`config.mk`:
```
export PLATFORM = sky130hd
export DESIGN_NAME = mem_bridge_flat
export DESIGN_NICKNAME = d
export VERILOG_FILES = /design/src/rtl/mem_bridge_if.sv /design/src/rtl/mem_bridge.sv /design/src/flat_wrapper.sv
export SDC_FILE = /design/constraint.sdc
export NUM_CORES = 1
export LEC_CHECK = 0
export BUFFER_PORTS_ARGS = -buffer_cell sky130_fd_sc_hd__buf_2
export CAP_MARGIN = 20
export CORE_MARGIN = 8
export CORE_UTILIZATION = 35
export CTS_CLUSTER_DIAMETER = 60
export CTS_CLUSTER_SIZE = 28
export DETAILED_ROUTE_END_ITERATION = 12
export GPL_ROUTABILITY_DRIVEN = 0
export GPL_TIMING_DRIVEN = 0
export RECOVER_POWER = 25
export REMOVE_ABC_BUFFERS = 1
export SKIP_LAST_GASP = 1
export SLEW_MARGIN = 30
export SYNTH_ARGS = -nofsm -noshare
export SYNTH_HDL_FRONTEND = slang
export SYNTH_SLANG_ARGS = --single-unit
```
`constraint.sdc`:
```
create_clock -name clk -period 2.7 [get_ports clk]
set_input_delay 0.135 -clock clk [delete_from_list [all_inputs] [get_ports clk]]
set_output_delay 0.135 -clock clk [all_outputs]
set_load 0.01 [all_outputs]
```
`src/rtl/mem_bridge_if.sv`:
```
// CPU-side and memory-side signal bundle for mem_bridge.
// The "slave" modport is the bridge itself (it serves the CPU and drives the
// memory bus). The "master" modport is the environment: the CPU plus the
// external memory.
interface mem_bridge_if;
  // CPU side
  logic        cpu_req;
  logic        memwrite;
  logic [31:0] adr;
  logic [31:0] writedata;
  logic [31:0] readdata;
  logic        cpu_ready;
  // memory side
  logic        mem_req;
  logic        mem_we;
  logic [29:0] mem_addr;
  logic [31:0] mem_wdata;
  logic [31:0] mem_rdata;
  logic        mem_ack;
  logic        bus_err;

  modport slave (
    input  cpu_req, memwrite, adr, writedata, mem_rdata, mem_ack,
    output readdata, cpu_ready, mem_req, mem_we, mem_addr, mem_wdata, bus_err
  );

  modport master (
    output cpu_req, memwrite, adr, writedata, mem_rdata, mem_ack,
    input  readdata, cpu_ready, mem_req, mem_we, mem_addr, mem_wdata, bus_err
  );
endinterface

```
`src/rtl/mem_bridge.sv`:
```
// CPU-to-memory bridge.
// - Writes are posted into a small FIFO and acknowledged to the CPU in the
//   same cycle they are presented.
// - Reads stall the CPU until the FIFO has drained, so a load never overtakes
//   an older store.
// - Every memory transaction is guarded by a wait counter. On expiry the
//   transaction is aborted and a sticky bus_err flag is raised.
module mem_bridge #(
  parameter int WBUF_DEPTH = 4,
  parameter int TIMEOUT    = 255
) (
  input logic         clk,
  input logic         reset,
  mem_bridge_if.slave bus
);

  localparam int             AW       = $clog2(WBUF_DEPTH);
  localparam logic [7:0]     TMO_LAST = 8'(TIMEOUT - 1);
  localparam logic [31:0]    ABORT_RD = 32'hDEAD_BEEF;

  typedef struct packed {
    logic [29:0] addr;
    logic [31:0] data;
  } wentry_t;

  typedef enum logic [1:0] {
    IDLE     = 2'd0,
    WR_ISSUE = 2'd1,
    RD_ISSUE = 2'd2,
    RD_DONE  = 2'd3
  } state_t;

  state_t      state, state_nxt;
  wentry_t     wbuf [WBUF_DEPTH];
  wentry_t     head;
  logic [AW:0] wr_ptr, rd_ptr;
  logic        full, empty, push, pop;
  logic        issuing, timeout_hit;
  logic [7:0]  wait_cnt;

  // adr[1:0] selects a byte within the word and has no role on a word bus.
  logic unused_adr_lsb;
  assign unused_adr_lsb = ^bus.adr[1:0];

  // Pointers carry one extra wrap bit. Full means the indices match while
  // the wrap bits differ.
  assign empty = (wr_ptr == rd_ptr);
  assign full  = (wr_ptr[AW] != rd_ptr[AW]) &&
                 (wr_ptr[AW-1:0] == rd_ptr[AW-1:0]);
  assign head  = wbuf[rd_ptr[AW-1:0]];

  assign issuing     = (state == WR_ISSUE) || (state == RD_ISSUE);
  assign timeout_hit = issuing && !bus.mem_ack && (wait_cnt == TMO_LAST);

  // Full is judged on the pre-edge occupancy, so a pop on this edge does not
  // free a slot for a write in the same cycle.
  assign push = bus.cpu_req && bus.memwrite && !full;
  // A timed-out write is dropped, so that one bad address cannot wedge the
  // buffer.
  assign pop  = (state == WR_ISSUE) && (bus.mem_ack || timeout_hit);

  // Write buffer storage. It has no reset: the pointers decide which entries
  // are valid.
  always_ff @(posedge clk) begin
    if (push) wbuf[wr_ptr[AW-1:0]] <= '{addr: bus.adr[31:2], data: bus.writedata};
  end

  // Write buffer pointers. Reset empties the buffer and discards any posted
  // writes.
  always_ff @(posedge clk or negedge reset) begin
    if (!reset) begin
      wr_ptr <= '0;
      rd_ptr <= '0;
    end else begin
      if (push) wr_ptr <= wr_ptr + 1'b1;
      if (pop)  rd_ptr <= rd_ptr + 1'b1;
    end
  end

  // FSM state register.
  always_ff @(posedge clk or negedge reset) begin
    if (!reset) state <= IDLE;
    else        state <= state_nxt;
  end

  // Next-state logic and the memory/CPU handshake outputs.
  // mem_addr and mem_wdata are forced to zero whenever no request is
  // outstanding. In RD_ISSUE the address comes straight from the CPU, which
  // holds adr stable until cpu_ready.
  always_comb begin
    state_nxt     = state;
    bus.mem_req   = 1'b0;
    bus.mem_we    = 1'b0;
    bus.mem_addr  = '0;
    bus.mem_wdata = '0;
    bus.cpu_ready = push;
    case (state)
      IDLE: begin
        if (!empty)                              state_nxt = WR_ISSUE;
        else if (bus.cpu_req && !bus.memwrite)   state_nxt = RD_ISSUE;
      end
      WR_ISSUE: begin
        bus.mem_req   = 1'b1;
        bus.mem_we    = 1'b1;
        bus.mem_addr  = head.addr;
        bus.mem_wdata = head.data;
        if (pop) state_nxt = IDLE;
      end
      RD_ISSUE: begin
        bus.mem_req  = 1'b1;
        bus.mem_addr = bus.adr[31:2];
        if (bus.mem_ack || timeout_hit) state_nxt = RD_DONE;
      end
      RD_DONE: begin
        bus.cpu_ready = 1'b1;
        state_nxt     = IDLE;
      end
      default: state_nxt = IDLE;
    endcase
  end

  // Wait counter. It is zero outside the issue states, so it is always clear
  // on entry to an issue state. It counts each issue cycle without an ack.
  always_ff @(posedge clk or negedge reset) begin
    if (!reset)                           wait_cnt <= '0;
    else if (!issuing)                    wait_cnt <= '0;
    else if (bus.mem_ack || timeout_hit)  wait_cnt <= '0;
    else                                  wait_cnt <= wait_cnt + 8'd1;
  end

  // Load data register. It holds its value until the next read completes or
  // aborts.
  always_ff @(posedge clk or negedge reset) begin
    if (!reset)                                       bus.readdata <= '0;
    else if (state == RD_ISSUE && bus.mem_ack)        bus.readdata <= bus.mem_rdata;
    else if (state == RD_ISSUE && timeout_hit)        bus.readdata <= ABORT_RD;
  end

  // Sticky bus error flag. Only reset clears it.
  always_ff @(posedge clk or negedge reset) begin
    if (!reset)           bus.bus_err <= 1'b0;
    else if (timeout_hit) bus.bus_err <= 1'b1;
  end

endmodule

```
`src/flat_wrapper.sv`:
```
// flat-port wrapper written by rule: the top's interface ports become plain ports
module mem_bridge_flat 
#(
  parameter int WBUF_DEPTH = 4,
  parameter int TIMEOUT    = 255
)
  (clk, reset, bus_cpu_req, bus_memwrite, bus_adr, bus_writedata, bus_mem_rdata, bus_mem_ack, bus_readdata, bus_cpu_ready, bus_mem_req, bus_mem_we, bus_mem_addr, bus_mem_wdata, bus_bus_err);
  mem_bridge_if bus_i ();
  input logic clk;
  input logic reset;
  input wire logic [$bits(bus_i.cpu_req)-1:0] bus_cpu_req;
  input wire logic [$bits(bus_i.memwrite)-1:0] bus_memwrite;
  input wire logic [$bits(bus_i.adr)-1:0] bus_adr;
  input wire logic [$bits(bus_i.writedata)-1:0] bus_writedata;
  input wire logic [$bits(bus_i.mem_rdata)-1:0] bus_mem_rdata;
  input wire logic [$bits(bus_i.mem_ack)-1:0] bus_mem_ack;
  output wire logic [$bits(bus_i.readdata)-1:0] bus_readdata;
  output wire logic [$bits(bus_i.cpu_ready)-1:0] bus_cpu_ready;
  output wire logic [$bits(bus_i.mem_req)-1:0] bus_mem_req;
  output wire logic [$bits(bus_i.mem_we)-1:0] bus_mem_we;
  output wire logic [$bits(bus_i.mem_addr)-1:0] bus_mem_addr;
  output wire logic [$bits(bus_i.mem_wdata)-1:0] bus_mem_wdata;
  output wire logic [$bits(bus_i.bus_err)-1:0] bus_bus_err;
  assign bus_i.cpu_req = bus_cpu_req;
  assign bus_i.memwrite = bus_memwrite;
  assign bus_i.adr = bus_adr;
  assign bus_i.writedata = bus_writedata;
  assign bus_i.mem_rdata = bus_mem_rdata;
  assign bus_i.mem_ack = bus_mem_ack;
  assign bus_readdata = bus_i.readdata;
  assign bus_cpu_ready = bus_i.cpu_ready;
  assign bus_mem_req = bus_i.mem_req;
  assign bus_mem_we = bus_i.mem_we;
  assign bus_mem_addr = bus_i.mem_addr;
  assign bus_mem_wdata = bus_i.mem_wdata;
  assign bus_bus_err = bus_i.bus_err;
  mem_bridge #(.WBUF_DEPTH(WBUF_DEPTH), .TIMEOUT(TIMEOUT)) u_core (.clk(clk), .reset(reset), .bus(bus_i));
endmodule
```
---- Word-level counts from Yosys, hierarchy flattened ----
Memories as Yosys holds them, arrays and structs flattened.
Index checks and enable logic that the tools add are counted.
cells by class
  mux-type cells .......................... 16
  equality and inequality tests ........... 10
  $add $sub $neg .......................... 3
  reductions and logical operators ........ 18
operators with widths
  kind                 number
  $mux 32              3
  $pmux 30 s2          1
  $mux 8               2
  $logic_and 1x1->1    9
  $add 8x1->8 const B  1
  $eq 8x8->1 const B   1
  $mux 2               4
  $pmux 2 s4           1
  $add 3x1->3 const B  2
  $mux 1               5
  $eq 2x2->1 const B   2
  $ne 2x1->1 const B   2
  $eq 3x3->1           1
  $logic_not 1->1      3
  $ne 3x3->1 const B   1
  $reduce_and 3->1     1
  $eq 2x1->1 const B   1
  $eq 2x2->1           1
  $logic_not 2->1      1
  $logic_or 1x1->1     2
  $reduce_bool 2->1    1
  $reduce_or 2->1      1
  $ne 1x1->1           1
word-level totals
  logic and storage cells ................. 54
  RAM bits ................................ 248
  bits of input ports ..................... 101
  register bits after elaboration ......... 49
  memories kept ........................... 1
memory list
  memory       depth  width  read ports  clocked after Yosys merged registers in  write ports  line              source
  u_core.wbuf  4      62     1           0                                        1            mem_bridge.sv:34  wentry_t wbuf [WBUF_DEPTH];

---- Longest topological paths before layout ----
  depth in word-level cells ............... 8
  depth in mapped cells ................... 8

---- Worst setup path after synthesis ----
Ideal clock, no wire load.
  kind .................................... register to register
  start ................................... reg u_core.rd_ptr[0]
  end ..................................... mem u_core.wbuf[3][0] in the netlist's numbering, enable pin
  data arrival time ....................... 2466 ps
  slack ................................... -194 ps
  cell stages (with the launch flop) ...... 5
  path buffers ............................ 1
  data required time ...................... 2272 ps
  clock period less this slack ............ 2894 ps
  cell sequence ........................... dfrtp_1 -> buf_6 -> xnor2_1 -> a31oi_4 -> and2_1
between the ends
  cells in the longest elaborated chain, start to end .. 6
ends and longest elaborated chain
  element                       line              source
  from (decl)                   mem_bridge.sv:36  logic [AW:0] wr_ptr, rd_ptr;
  from (signal assigned)        mem_bridge.sv:76  if (pop) rd_ptr <= rd_ptr + 1'b1;
  $eq 2x2->1                    mem_bridge.sv:49  (wr_ptr[AW-1:0] == rd_ptr[AW-1:0]);
  $logic_and 1x1->1             mem_bridge.sv:48  assign full = (wr_ptr[AW] != rd_ptr[AW]) &&
  $logic_not 1->1               mem_bridge.sv:57  assign push = bus.cpu_req && bus.memwrite && !full;
  $logic_and 1x1->1             mem_bridge.sv:57
  $mux 1                        mem_bridge.sv:65  if (push) wbuf[wr_ptr[AW-1:0]] <= '{addr: bus.adr[31:2], data: bus.writedata};
  $mux 1 (not written as such)  mem_bridge.sv:65
  to (decl)                     mem_bridge.sv:34
Every way passes these cells.

---- Final worst setup path ----
  start ................................... reg u_core.rd_ptr[1]
  end ..................................... mem u_core.wbuf[0][24] in the netlist's numbering, enable pin
The elaborated chain is that of the path after synthesis.

==> qor.yml <==
outcome: "finished clean"
clock_latency_ps: 540
finalSetupViolCount: 0
hold_class: "in -> reg"
area_delta_synth_final_pct: 29.0
dr.pass1.iters: 4
drt-initial-drc-count: 353
wirelength_um: 28500
reg2reg_from: "u_core.rd_ptr[1]$_DFFE_PN0P_"
start_util_pct: 35.4
core_mm2: 0.0334
die_w_um: 200
syn_area_mm2: 0.0118
fin_total_pwr_uw: 15400
root_buffer: "clkbuf_16"
avgSynthCellArea_um2: 19.9
die_h_um: 200
fp-row-count: 67
min-delay-start: "bus_cpu_req"
ys_seq_area_share_pct: 73.3
timing.hold.ws_ps: 88.1
ys_types: 39
synth-seq-cells: 297
period_share_pct: 93.8
ir_worst_vdd_mv: 0.692
finalSetupTns_ps: 0
synth_cells: 594
cts_buffer_depth: 3
die-area_mm2: 0.0400
worstSetupPathType: "reg -> reg"
slew_headroom_pct: 47.5
rsz0062_at_grt: "no"
antenna_found_initial: 0
grt_pass1_wl_um: 43100
cts_tree: "built"
io_buffers: 196
synth_ff_type: "edfxtp_1"
n_antenna_cell: 0
end_kind: "register"
drv_cap: 0
num_vias: 6672
drc: 0
startpoint_type: "register"
p_leak_uw: 0.00550
critPathLaunch: "u_core.rd_ptr[1]$_DFFE_PN0P_"
worstPathArrival_ps: 2750
wire_per_inst_um: 20.9
vias_per_cell: 4.90
tightest_slew_ps: 786
htreeDepth: 1
clk_pin_slew_ps: 70
grt_max_degree: 50
max_freq_ghz: 0.395
synth_edf_count: 248
ioPinCount: 199
grt.total_usage_pct: 14.1
grt-ovfl-total: 0
path_max_fanout: 37
min_period_ps: 2530
layout.nets: 1007
required_ps: 2920
hpwlAfterDp_um: 16200
clock-skew-final_ps: 20.7
slew_violations: 0
cts_made_buffers: 25
cts_sinks: 297
grt_pass1_vias: 7189
ys_warn_count: 0
final.fill_count: 2865
drive_gt1_share_pct: 33.4
async_reset_ff_share_pct: 16.5
finalHoldViolations: 0
drtAntennaViolNets: 0
power_density_mw_per_mm2: 1010
cell usage in the layout, fill, tap and decap left out, types with 2 or more instances in the layout:
master	count
edfxtp_1	248
buf_2	150
dlygate4sd3_1	96
mux4_2	53
dfrtp_1	47
clkbuf_1	46
and2_1	33
nor2b_1	32
a22oi_1	30
clkbuf_16	25
o22a_2	24
nor2_1	10
mux4_1	9
a22o_1	8
ha_1	8
nand2_1	7
xor2_1	7
buf_16	7
inv_1	6
inv_6	6
xnor2_1	5
and2_4	5
nand3_1	4
bufinv_16	4
and2_2	4
buf_12	4
clkinv_2	3
buf_4	3
nand2b_1	2
nand4_1	2
ha_2	2
clkinv_4	2
dfrtp_4	2
layer usage:
metal	GRT usage (%)	vias up	routed length [um]
met5	0	-	0
met4	3.98	0	806
met3	3.30	41	2160
met2	23.2	222	13000
met1	18.5	3418	12500
li1	-	2991	-
final timing paths:
path / cells after the start / to / slack (ps)
max in group asynchronous: 2 / u_core.rd_ptr[1]$_DFFE_PN0P_ / 2030
min: 4 / u_core.wr_ptr[0]$_DFFE_PN0P_ / 90
min in group asynchronous: 2 / u_core.bus.bus_err$_DFFE_PN0P_ / 180
max: 5 / u_core.wbuf[0][24]$_DFFE_PP_ / 170
max reg2reg: 5 / u_core.wbuf[0][24]$_DFFE_PP_ / 170
min reg2reg: 1 / u_core.wr_ptr[2]$_DFFE_PN0P_ / 490
worst max-delay path, stage by stage, from the launching register on:
cell	delay, ps
dfrtp_4	650
buf_12	310
xnor2_2	140
a31oi_4	370
and2_4	430
buf_16	270
power by group:
part	internal, uW	switching [uW]	leakage, uW
registers	5760	353	0.00284
clock network	2130	1730	0.000425
logic	2630	2820	0.00223
repair_timing:
| action | 4_1_cts | 5_1_grt |
|---|---|---|
| endpoints found under the hold margin | 330 | 0 |
| buffers inserted | 2 | 2 |
| pin swaps | 4 | 0 |
| gates resized for setup | 1 | 0 |
| cloned | 4 | 0 |
| hold buffers | 96 | 0 |
| endpoints found under the setup margin | 153 | 2 |
through the flow:
stage	setup slack, ps	cells	area [um^2]	util [%]
after global routing	13.1	1361	15300	45.6
after global placement	-5320	1203	13100	39.3
after floorplan	-2460	559	11600	-
after CTS	55.9	1359	15300	45.8
after detailed placement	-113	1212	13400	40.0
final	168	1361	15300	45.6
synthesized netlist by cell type (all sizes together), types with 2 or more instances:
master	number	area (um^2)
a22o	8	70.1
a22oi	30	225
and2	38	240
and4	2	20.0
buf	23	206
clkbuf	12	45.0
dfrtp	49	1230
edfxtp	248	7450
ha	11	138
inv	6	22.5
mux4	62	1430
nand2	7	26.3
nand2b	2	12.5
nand3	4	20.0
nand4	2	12.5
nor2	10	37.5
nor2b	32	200
o22a	24	240
xnor2	6	52.6
xor2	7	61.3
sequential cells by signal (all words and copies together), names as in the netlist:
name,flops
u_core.wbuf,248
u_core.bus.readdata,32
u_core.wait_cnt,8
u_core.rd_ptr,3
u_core.wr_ptr,3
u_core.state,2
u_core.bus.bus_err,1
logic make-up after synthesis:
kind of cell	after synthesis	synth area share (%)
AOI/OAI and AO/OA	70	5.21
xor gates and xnor gates	13	0.962
adders and majority gates	11	1.16
buffers and inverters	41	2.31
DFF	297	73.3
muxes	63	12.2
and+or+nand+nor	99	4.92
area by class of cell:
type	instances	area (um^2)	area share [%]
Clock buffer	26	629	4.12
Clock inverter	19	241	1.58
Inverter	6	22.5	0.148
Multi-Input combinational cell	260	2960	19.4
Sequential cell	297	8680	56.9
Tap cell	448	561	3.67
Timing Repair Buffer	305	2180	14.3
No activity file was read; power rests on OpenSTA's default activity.
